==> config.mk <==
export PLATFORM = sky130hd
export DESIGN_NAME = rdid_controller
export DESIGN_NICKNAME = d
export VERILOG_FILES = /design/src/rtl/rdid_controller.sv
export SDC_FILE = /design/constraint.sdc
export NUM_CORES = 1
export LEC_CHECK = 0
export BUFFER_PORTS_ARGS = -buffer_cell sky130_fd_sc_hd__buf_2
export CORE_ASPECT_RATIO = 1.1
export CORE_MARGIN = 4
export CORE_UTILIZATION = 32
export DETAILED_ROUTE_END_ITERATION = 8
export PLACE_DENSITY_LB_ADDON = 0.12
export SYNTH_ARGS = -nofsm -noshare
export SYNTH_HDL_FRONTEND = slang
export SYNTH_SLANG_ARGS = --single-unit
export TNS_END_PERCENT = 30
==> constraint.sdc <==
create_clock -name clk -period 4.5 [get_ports clk]
set_clock_uncertainty 0.1 [all_clocks]
set_input_delay 0.225 -clock clk [delete_from_list [all_inputs] [get_ports clk]]
set_output_delay 0.225 -clock clk [all_outputs]
set_load 0.03 [all_outputs]
==> src/rtl/rdid_controller.sv <==
// SPI mode-0 master that issues one RDID opcode and captures the three JEDEC ID bytes.
// One transaction per accepted start; results are published with a single-cycle done pulse.
module rdid_controller #(
   parameter int         CLK_DIV  = 4,
   parameter logic [7:0] CMD      = 8'h9F,
   parameter int         DESELECT = 8
) (
   input  logic       clk,
   input  logic       reset,
   input  logic       start,
   input  logic       miso,
   output logic       cs_n,
   output logic       sclk,
   output logic       mosi,
   output logic       busy,
   output logic       done,
   output logic [7:0] manufacturer_id,
   output logic [7:0] memory_type,
   output logic [7:0] capacity
);

   localparam int TMAX = (CLK_DIV > DESELECT) ? CLK_DIV : DESELECT;
   localparam int TW   = $clog2(TMAX + 1);

   typedef enum logic [2:0] {
      S_IDLE, S_SETUP, S_LOW, S_HIGH, S_HOLD, S_DESELECT
   } state_t;

   state_t        state;
   logic [TW-1:0] tmr;
   logic [5:0]    bit_cnt;
   logic [31:0]   tx_sr;
   logic [23:0]   rx_sr;
   logic          start_q;

   // start is registered once so every output changes one edge after it is sampled
   always_ff @(posedge clk) begin
      if (reset) begin
         state           <= S_IDLE;
         tmr             <= '0;
         bit_cnt         <= '0;
         tx_sr           <= '0;
         rx_sr           <= '0;
         start_q         <= 1'b0;
         cs_n            <= 1'b1;
         sclk            <= 1'b0;
         mosi            <= 1'b0;
         busy            <= 1'b0;
         done            <= 1'b0;
         manufacturer_id <= 8'h00;
         memory_type     <= 8'h00;
         capacity        <= 8'h00;
      end else begin
         start_q <= start;
         done    <= 1'b0;
         case (state)
            S_IDLE: begin
               if (start_q) begin
                  state   <= S_SETUP;
                  cs_n    <= 1'b0;
                  busy    <= 1'b1;
                  mosi    <= CMD[7];
                  tx_sr   <= {CMD[6:0], 25'h0};
                  bit_cnt <= '0;
                  tmr     <= '0;
               end
            end
            S_SETUP, S_LOW: begin
               if (tmr == TW'(CLK_DIV - 1)) begin
                  state <= S_HIGH;
                  sclk  <= 1'b1;
                  rx_sr <= {rx_sr[22:0], miso};
                  tmr   <= '0;
               end else begin
                  tmr <= tmr + TW'(1);
               end
            end
            S_HIGH: begin
               if (tmr == TW'(CLK_DIV - 1)) begin
                  sclk    <= 1'b0;
                  tmr     <= '0;
                  bit_cnt <= bit_cnt + 6'd1;
                  if (bit_cnt == 6'd31) begin
                     state <= S_HOLD;
                     mosi  <= 1'b0;
                  end else begin
                     // command bits are exhausted after 8 shifts; zeros follow
                     state <= S_LOW;
                     mosi  <= tx_sr[31];
                     tx_sr <= {tx_sr[30:0], 1'b0};
                  end
               end else begin
                  tmr <= tmr + TW'(1);
               end
            end
            S_HOLD: begin
               if (tmr == TW'(CLK_DIV - 1)) begin
                  state           <= S_DESELECT;
                  cs_n            <= 1'b1;
                  mosi            <= 1'b0;
                  done            <= 1'b1;
                  manufacturer_id <= rx_sr[23:16];
                  memory_type     <= rx_sr[15:8];
                  capacity        <= rx_sr[7:0];
                  tmr             <= '0;
               end else begin
                  tmr <= tmr + TW'(1);
               end
            end
            S_DESELECT: begin
               if (tmr == TW'(DESELECT - 1)) begin
                  state <= S_IDLE;
                  busy  <= 1'b0;
                  tmr   <= '0;
               end else begin
                  tmr <= tmr + TW'(1);
               end
            end
            default: state <= S_IDLE;
         endcase
      end
   end

endmodule

==> flow_summary.json, run 1 <==
{
  "num-nets-final": 386,
  "cts_resized": 0,
  "ant_nets": 0,
  "io-pin-count": 33,
  "criticalPathCategory": "reg -> reg",
  "drt-total-wl_um": 6397,
  "cts_setup_buffers": 0,
  "htreeDepth": 3,
  "power_density_nw_per_um2": 381.5,
  "post-route-period-util_pct": 58.06,
  "worstMarginPinSlew_ns": 1.182,
  "die_h_um": 111.0,
  "gr-usage-met3_pct": 2.958,
  "hold_viol_final": 0,
  "rsz0062_at_grt": "false",
  "r2r-end": "rx_sr[23]",
  "placed_cells": 484,
  "met1_usage_pct": 16.61,
  "clock_sinks": 74,
  "drcViolationCount": 0,
  "yosysWarnings": 0,
  "synth-seq-cells": 74,
  "critPathCaptureType": "register",
  "cp_max_fo": 25,
  "slew_headroom_pct": 21.19,
  "drv_slew": 0,
  "final_util_pct": 36.44,
  "firstDrtPassIters": 4,
  "drt-initial-drc-count": 103,
  "syn_area_per_cell_um2": 8.578,
  "num_antenna_cells": 0,
  "setup_viol": 0,
  "hold_path_startpoint": "memory_type[6]",
  "status": "completed",
  "fin_setup_tns_ns": 0,
  "synth_enable_flop_cells": 0,
  "std_cell_rows": 37,
  "tritoncts": "done",
  "core-area_um2": 9398,
  "syn_area_um2": 3088,
  "period_needed_ns": 2.613,
  "hp-class": "reg -> reg",
  "grt_max_degree": 62,
  "ir_drop_mv": 0.1410,
  "vias": 2413,
  "antenna_found_initial": 0,
  "gp_congestion": 0.7132,
  "start_util_pct": 32.86,
  "cts_made_buffers": 9,
  "grt-ovfl-total": 0,
  "final_cells": 502,
  "gr-usage-met2_pct": 18.02,
  "crit_required_ns": 4.60,
  "synth_nets": 366,
  "vias_per_cell": 4.807,
  "synth_cell_types": 54,
  "reg2regPathDepth": 5,
  "clock.fmax_mhz": 382.8,
  "grt.busiest_layer": "met2",
  "maxCapViolations": 0,
  "grt_pass1_wl_um": 11130,
  "path_clk_slew_ns": 0.08,
  "r2r_start": "tmr[0]",
  "die_x_um": 101.7,
  "rrSetupSlack_ns": 1.89,
  "grt_pass1_vias": 2320,
  "start_kind": "register",
  "drive_gt1_share_pct": 19.48,
  "die-area_um2": 11290,
  "clockBufferDepth": 2,
  "root_buffer": "clkbuf_8",
  "dp_hpwl_um": 3972,
  "p_leak_nw": 1.225,
  "syn2layout_area_growth_pct": 10.90,
  "grt_use_total_pct": 12.12,
  "synthCells": 360,
  "synth_seq_area_share_pct": 47.97,
  "worstHoldPathCells": 2,
  "worstPathArrival_ns": 2.71,
  "ys.flop_type": "dfxtp_1",
  "cts-hold-fix-buffers": 2,
  "portBuffers": 32,
  "wl_per_cell_um": 12.74,
  "clk_latency_ns": 0.34,
  "synthArstFlopShare_pct": 0,
  "worstHoldEndpoint": "memory_type[6]"
}
cell usage after synthesis, drive strengths merged, types with 3 or more instances:
cell	count	area [µm²]
o21ai	8	40.04
a2111oi	3	26.28
nor3	7	46.30
xnor2	4	35.03
nand3	6	30.03
mux2i	5	50.05
buf	13	136.4
nand2	114	460.4
dfxtp	74	1481
nor2	14	52.55
a21oi	57	326.6
inv	3	11.26
clkbuf	10	37.54
sequential cells by signal, indices dropped and copies added, names as in the netlist, 3 cells and up:
name,count
state,3
tx_sr,7
memory_type,8
capacity,8
bit_cnt,6
rx_sr,24
tmr,4
manufacturer_id,8
metrics by stage:
step | hold WS [ns] | worst slack, ns | cell area [µm²] | total power, W
6_report | 0.3520 | 1.887 | 3425 | 0.001307
5_1_grt | 0.3740 | 1.474 | 3425 | 0.001366
4_1_cts | 0.3547 | 1.848 | 3425 | 0.001328
3_5_place_dp | 0.3441 | 1.875 | 3201 | 0.0007925
3_3_place_gp | 0.3396 | 1.914 | 3201 | 0.0007941
2_1_floorplan | 0.2532 | 2.464 | 3088 | 0.0007795
report_power, final:
group,internal (W),switching [W],leakage (nW)
Sequential,0.000669,0.0000198,0.598
Clock,0.000274,0.000254,0.0962
Combinational,0.0000319,0.0000572,0.530
Total,0.000975,0.000331,1.22
layout make-up:
class	instances	area [µm²]
Clock buffer	11	141.4
Clock inverter	5	62.56
Fill cell	1024	5973
Inverter	3	11.26
Multi-Input combinational cell	257	1394
Sequential cell	74	1481
Tap cell	117	146.4
Timing Repair Buffer	35	187.7
worst max-delay path by stage:
| stage | end | slack [ns] | start |
|---|---|---|---|
| after floorplan | rx_sr[10] | 2.46 | tmr[0] |
| after global placement | rx_sr[0] | 1.91 | tmr[1] |
| after detailed placement | capacity[5] | 1.87 | tmr[0] |
| after CTS | memory_type[3] | 1.85 | tmr[1] |
| after global routing | manufacturer_id[6] | 1.47 | tmr[1] |
| final | rx_sr[23] | 1.89 | tmr[0] |
cell families after synthesis:
| group | Yosys count | synth area share (%) |
|---|---|---|
| xor gates and xnor gates | 5 | 1.418 |
| muxes | 5 | 1.621 |
| adders and majority gates | 2 | 0.8102 |
| AOI/OAI and AO/OA | 89 | 18.44 |
| and+or+nand+nor | 156 | 22.85 |
| buffers and inverters | 29 | 6.888 |
| DFF | 74 | 47.97 |
critical path, cell delays in order, from the launching register on:
cell and delay (ns):
dfxtp_1 0.38, ha_1 0.27, or3b_1 0.53, or3_1 0.88, nand2_2 0.24, a21oi_2 0.07
cell usage in the layout, fill, tap and decap left out, drive strengths merged, types with 2 or more instances in the layout:
cell	count
inv	4
dlygate4sd3	2
and2	2
o22ai	2
xnor2	4
nand2	114
a311oi	2
dfxtp	74
nor2	14
mux2i	5
a21oi	57
nor2b	2
buf	33
a22oi	2
ha	2
nor3	7
a21boi	2
clkbuf	11
o21ai	8
a2111oi	3
nand3	6
a21o	2
clkinvlp	2
metal layers:
metal	up-vias	wire length [µm]
li1	1256	-
met1	1111	3222
met2	37	2823
met3	9	250
met4	0	101
met5	-	0
Power figures use the tool's default switching activity.
==> run 2, diff against run 1 <==
--- a/config.mk
+++ b/config.mk
@@ -5,6 +5,7 @@
 export SDC_FILE = /design/constraint.sdc
 export NUM_CORES = 1
 export LEC_CHECK = 0
+export ABC_AREA = 1
 export BUFFER_PORTS_ARGS = -buffer_cell sky130_fd_sc_hd__buf_2
 export CORE_ASPECT_RATIO = 1.1
 export CORE_MARGIN = 4
==> constraint.sdc (replaced) <==
create_clock -name clk -period 2.5 [get_ports clk]
set_clock_uncertainty 0.1 [all_clocks]
set_input_delay 0.125 -clock clk [delete_from_list [all_inputs] [get_ports clk]]
set_output_delay 0.125 -clock clk [all_outputs]
set_load 0.03 [all_outputs]
==> run 2 against run 1 <==
  * Wire length fell by 0.41%
  * Sequential cell count unchanged
  * Setup slack worse by 1.2 ns
  * Critical path type unchanged
  * Critical endpoint is now manufacturer_id[0]
==> flow_summary.json, run 2 <==
{
  "top_register": "rx_sr",
  "syn2layout_area_growth_pct": 16.57,
  "hp-class": "reg -> reg",
  "criticalPathCategory": "reg -> reg",
  "fin_setup_tns_ns": 0,
  "synth_nets": 394,
  "p_total_w": 0.002956,
  "multiInputGateArea_um2": 1276,
  "largest_reg_flops": 24,
  "synth.most_common_cell": "nand2_1",
  "slowest_delay_ns": 0.37,
  "power_density_nw_per_um2": 863.3,
  "maxCapViolations": 0,
  "drt-initial-drc-count": 72,
  "p_leak_nw": 1.593,
  "num_antenna_cells": 0,
  "drcViolationCount": 0,
  "clock.fmax_mhz": 561.4,
  "synth_enable_flop_cells": 0,
  "synth_area_leader_cell": "dfxtp_1",
  "clock_sinks": 74,
  "syn_area_um2": 2938,
  "dp_hpwl_um": 4373,
  "synth_top_cells_by_count": "nand2_1, dfxtp_1, nor2_1",
  "layout_commonest_cell": "nand2_1",
  "grt_max_degree": 26,
  "ant_nets": 0,
  "vias": 2457,
  "die_x_um": 99.36,
  "cpMostUsedCell": "nand2_1",
  "hold_viol_final": 0,
  "status": "completed",
  "layout_common_cells": "nand2_1, dfxtp_1, nor2_1",
  "worstMarginPinSlew_ns": 0.4589,
  "yosysWarnings": 0,
  "die-area_um2": 10780,
  "drt-total-wl_um": 6371,
  "cts_made_buffers": 9,
  "antenna_found_initial": 0,
  "synth_seq_area_share_pct": 50.43,
  "grt_pass1_wl_um": 10720,
  "grt-ovfl-total": 0,
  "critPathCaptureType": "register",
  "nFillCells": 974,
  "seq_area_um2": 1481,
  "worstPathArrival_ns": 1.98,
  "grt_pass1_vias": 2316,
  "synthCells": 388,
  "crit_required_ns": 2.70,
  "synth-seq-cells": 74,
  "synth.area.top_cells": "dfxtp_1, nand2_1, nor2_1",
  "clk_latency_ns": 0.34,
  "firstDrtPassIters": 4,
  "setup_viol": 0,
  "tritoncts": "done",
  "wl_per_cell_um": 11.69,
  "io-pin-count": 33,
  "grt_use_total_pct": 12.41,
  "drv_slew": 0,
  "core-area_um2": 8919,
  "cp_cell_sequence": "ha_1 > nand2_1 > nor2_4 > nand4_2 > inv_2 > nand2_1 > nand2_1",
  "ys.flop_type": "dfxtp_1",
  "portBuffers": 32,
  "slew_headroom_pct": 69.36,
  "gp_congestion": 0.8053,
  "clockBufferDepth": 2,
  "vias_per_cell": 4.508,
  "htreeDepth": 3,
  "ir_drop_mv": 0.4099,
  "period_needed_ns": 1.781,
  "synthArstFlopShare_pct": 0,
  "synth_cell_types": 28,
  "root_buffer": "clkbuf_8",
  "num-nets-final": 432,
  "path_clk_slew_ns": 0.09,
  "die_h_um": 108.5,
  "std_cell_rows": 36,
  "cts_setup_buffers": 0,
  "start_util_pct": 32.94,
  "cp_max_fo": 17,
  "cts_resized": 0,
  "syn_area_per_cell_um2": 7.572,
  "drive_gt1_share_pct": 17.87,
  "start_kind": "register",
  "rsz0062_at_grt": "false",
  "post-route-period-util_pct": 71.25,
  "crit_path_top_delay_cell": "dfxtp_1",
  "synth_top_area_share_pct": 50.43
}
## run 2: cell count changes in the layout (fill, tap and decap cells not counted), moves of 6 or more
cell     previous run  this run
nand2_2            10         3
o21ai_0             8        35
nand3_1             6        25
nand2_1           103       109
nor3_1              6         0
nor2_1             14        51
a21oi_1            46        25
a21oi_2            11         0
inv_1               3        23
## run 2: per-stage QoR
stage | instances | instance area (µm²) | hold WS [ns] | setup slack [ns] | util (%)
3_5_place_dp | 525 | 3201 | 0.2441 | 0.6950 | 35.89
5_1_grt | 545 | 3425 | 0.3670 | 0.5238 | 38.40
2_1_floorplan | 388 | 2938 | 0.1320 | 1.022 | -
4_1_cts | 545 | 3425 | 0.3559 | 0.6775 | 38.40
6_report | 545 | 3425 | 0.3514 | 0.7186 | 38.40
3_3_place_gp | 525 | 3201 | 0.2267 | 0.6842 | 35.89
## run 2: cell type report
class | instances | area share, %
tap | 114 | 4.165
multi-input combinational | 272 | 37.27
clock inverter | 7 | 1.754
sequential | 74 | 43.26
timing repair buffer | 40 | 6.723
clock buffer | 9 | 3.617
inverter | 29 | 3.215
## run 2: cells by family (layout without fill, tap and decap cells)
kind of cell	count (synthesis)	after routing	share of synthesized area, %
simple gates	203	203	30.66
xor+xnor	1	1	0.2982
flops	74	74	50.43
fa+ha+maj	2	2	0.8517
buf+inv	42	85	6.133
compound gates	66	66	11.63
## run 2: power by group
group / total, W / internal [W] / switching (W)
Sequential: 0.00139 / 0.00129 / 0.0000950
Clock: 0.000863 / 0.000375 / 0.000488
Combinational: 0.000707 / 0.000229 / 0.000479
Total: 0.00296 / 0.00189 / 0.00106
## run 2: path summary, 6_finish.rpt
path	start	cells after the start	slack, ns	endpoint
max	tmr[0]	7	0.72	manufacturer_id[0]
min	manufacturer_id[1]	2	0.35	manufacturer_id[1]
max reg2reg	tmr[0]	7	0.72	manufacturer_id[0]
min reg2reg	manufacturer_id[1]	2	0.35	manufacturer_id[1]
## run 2: worst max-delay path, delay by kind of cell, from the launching register on
kind | cells | cell delay (ns)
buf+inv | 1 | 0.33
flops | 1 | 0.37
fa+ha+maj | 1 | 0.26
simple gates | 5 | 0.68
## run 2: what timing repair did
item | 4_1_cts | 5_1_grt
hold buffers | 4 | 0
setup endpoints to repair | 0 | 0
endpoints found under the hold margin | 10 | 0
## run 2: routing by layer
metal / vias to the layer above / track usage [%] / share of wire (%)
met5: - / 0 / 0
met4: 0 / 5.854 / 2.1
met3: 11 / 2.774 / 3.8
met2: 34 / 19.34 / 44
met1: 1095 / 16.28 / 51
li1: 1317 / - / -
==> run 3, diff against run 2 <==
==> constraint.sdc (replaced) <==
create_clock -name clk -period 1.45 [get_ports clk]
set_clock_uncertainty 0.1 [all_clocks]
set_input_delay 0.0725 -clock clk [delete_from_list [all_inputs] [get_ports clk]]
set_output_delay 0.0725 -clock clk [all_outputs]
set_load 0.03 [all_outputs]
==> run 3 against run 2 <==
  * Wire length is 7.7% higher
  * First-iteration DRC count is 11% higher
  * Sequential power is 72% higher
  * Global-route usage is 1.1 points higher
  * Sequential cell count stayed put
  * Via count is 8.1% higher
  * Setup slack worse by 0.71 ns
  * Largest cell class unchanged
  * Fmax is 24% higher
  * Final area is 18% higher
==> flow_summary.json, run 3 (synthesis results as in run 2) <==
{
  "r2r_start": "state[0]",
  "crit_path_top_delay_cell": "dfxtp_4",
  "criticalPathCategory": "reg -> reg",
  "critPathBufInv": 2,
  "gp_congestion": 0.7933,
  "worstHoldPathCells": 2,
  "path_delay_family": "flip-flops",
  "layout_common_cells": "nand2_1, dfxtp_1, buf_4",
  "drt-initial-drc-count": 80,
  "num-nets-final": 472,
  "root_buffer": "clkbuf_8",
  "stdcell_area_um2": 4030,
  "status": "completed",
  "critPathCaptureType": "register",
  "rrSetupSlack_ns": 0.01,
  "hp-class": "reg -> reg",
  "met1Wirelength_um": 3312,
  "layout_commonest_cell": "nand2_1",
  "htreeDepth": 3,
  "worstPathArrival_ns": 1.62,
  "wl_per_cell_um": 11.73,
  "vias": 2656,
  "clockBufferDepth": 2,
  "hold_path_startpoint": "rx_sr[23]",
  "drt-total-wl_um": 6862,
  "hold_viol_final": 0,
  "grt_max_degree": 26,
  "post-route-period-util_pct": 99.31,
  "final_cells": 585,
  "num_antenna_cells": 0,
  "setup_viol": 0,
  "clock_sinks": 74,
  "dp_hpwl_um": 4883,
  "syn2layout_area_growth_pct": 37.18,
  "io-pin-count": 33,
  "p_leak_nw": 1.837,
  "clock.fmax_mhz": 694.5,
  "vias_per_cell": 4.540,
  "core-area_um2": 8919,
  "grt_pass1_wl_um": 11450,
  "final_util_pct": 45.19,
  "start_util_pct": 32.94,
  "die_x_um": 99.36,
  "tritoncts": "done",
  "worstMarginPinSlew_ns": 0.2553,
  "largest_reg_flops": 24,
  "place_area_um2": 3525,
  "ir_drop_mv": 0.7124,
  "path_clk_slew_ns": 0.09,
  "start_kind": "register",
  "top_register": "rx_sr",
  "antenna_found_initial": 0,
  "crit_required_ns": 1.63,
  "drv_slew": 0,
  "drcViolationCount": 0,
  "slew_headroom_pct": 82.92,
  "power_density_nw_per_um2": 1470,
  "die_h_um": 108.5,
  "maxCapViolations": 0,
  "cts_made_buffers": 9,
  "cp_cell_sequence": "buf_4 > nand2_8 > nand3_2 > nor2_4 > buf_12 > o21ai_0 > a21oi_1",
  "crit_start": "state[0]",
  "placed_cells": 561,
  "rsz0062_at_grt": "true",
  "hold-worst-slack_ns": 0.3443,
  "dr.max_layer_used": "met4",
  "cp_max_fo": 25,
  "dr_wl_met3_um": 309,
  "grt-ovfl-total": 0,
  "clk_latency_ns": 0.36,
  "reg2regPathDepth": 7,
  "ant_nets": 0,
  "worstHoldEndpoint": "manufacturer_id[7]",
  "drive_gt1_share_pct": 33.55,
  "grt_pass1_vias": 2426,
  "die-area_um2": 10780,
  "period_needed_ns": 1.440,
  "nFillCells": 932,
  "grt_use_total_pct": 13.47,
  "slowest_delay_ns": 0.37,
  "met2_length_um": 3041,
  "std_cell_rows": 36,
  "firstDrtPassIters": 4,
  "portBuffers": 32,
  "r2r-end": "rx_sr[16]"
}
run 3: cell count changes in the layout (fill, tap and decap cells not counted), sizes merged:
cell	change
inv	+1
buf	+39
clkbuf	+1
bufinv	+1
clkinv	-2
run 3: timing repair:
item	in CTS	in global routing
endpoints found under the setup margin	53	66
pin swaps	3	9
hold buffers	4	0
hold endpoints to repair	10	0
resized for setup	11	50
setup buffers	0	3
gates cloned	0	1
run 3: through the flow:
stage	setup slack [ns]	total power, W	setup TNS [ns]
after floorplan	-0.01287	0.003410	-0.09012
after global placement	-0.009335	0.004009	-0.03766
after detailed placement	-0.03994	0.004016	-0.3860
after CTS	-0.006365	0.005786	-0.01314
after global routing	-0.09208	0.006315	-2.483
final	0.01007	0.005923	0
run 3: worst max path at each step:
stage	end	slack [ns]	cells past startpoint
floorplan	rx_sr[14]	-0.01	7
global placement	bit_cnt[3]	-0.009	8
detailed placement	bit_cnt[3]	-0.04	8
CTS	rx_sr[1]	-0.006	7
global route	capacity[5]	-0.09	9
finish	rx_sr[16]	0.01	7
run 3: tightest hold or removal path, delay by kind of cell (launching register included):
family           cells  cell delay [ns]
AND/OR/NAND/NOR      2             0.10
flip-flops           1             0.31
run 3: power by group:
group | switching, W | leakage, nW | total, W | internal [W]
Sequential | 0.000144 | 0.602 | 0.00239 | 0.00224
Combinational | 0.00108 | 1.13 | 0.00184 | 0.000767
Clock | 0.000863 | 0.100 | 0.00169 | 0.000830
run 3: metal layers:
metal  vias up  GRT usage (%)
met4         0          7.415
met2        47          20.68
met3        13          3.032
met5         -              0
li1       1405              -
met1      1191          17.50
run 3: layout make-up:
class / instances / area [µm²] / area share [%]
clock buffer: 9 / 123.9 / 3.074
inverter: 29 / 120.1 / 2.980
timing repair buffer: 80 / 589.3 / 14.62
tap: 114 / 142.6 / 3.539
clock inverter: 7 / 85.08 / 2.111
sequential: 74 / 1493 / 37.04
multi-input combinational: 272 / 1476 / 36.63
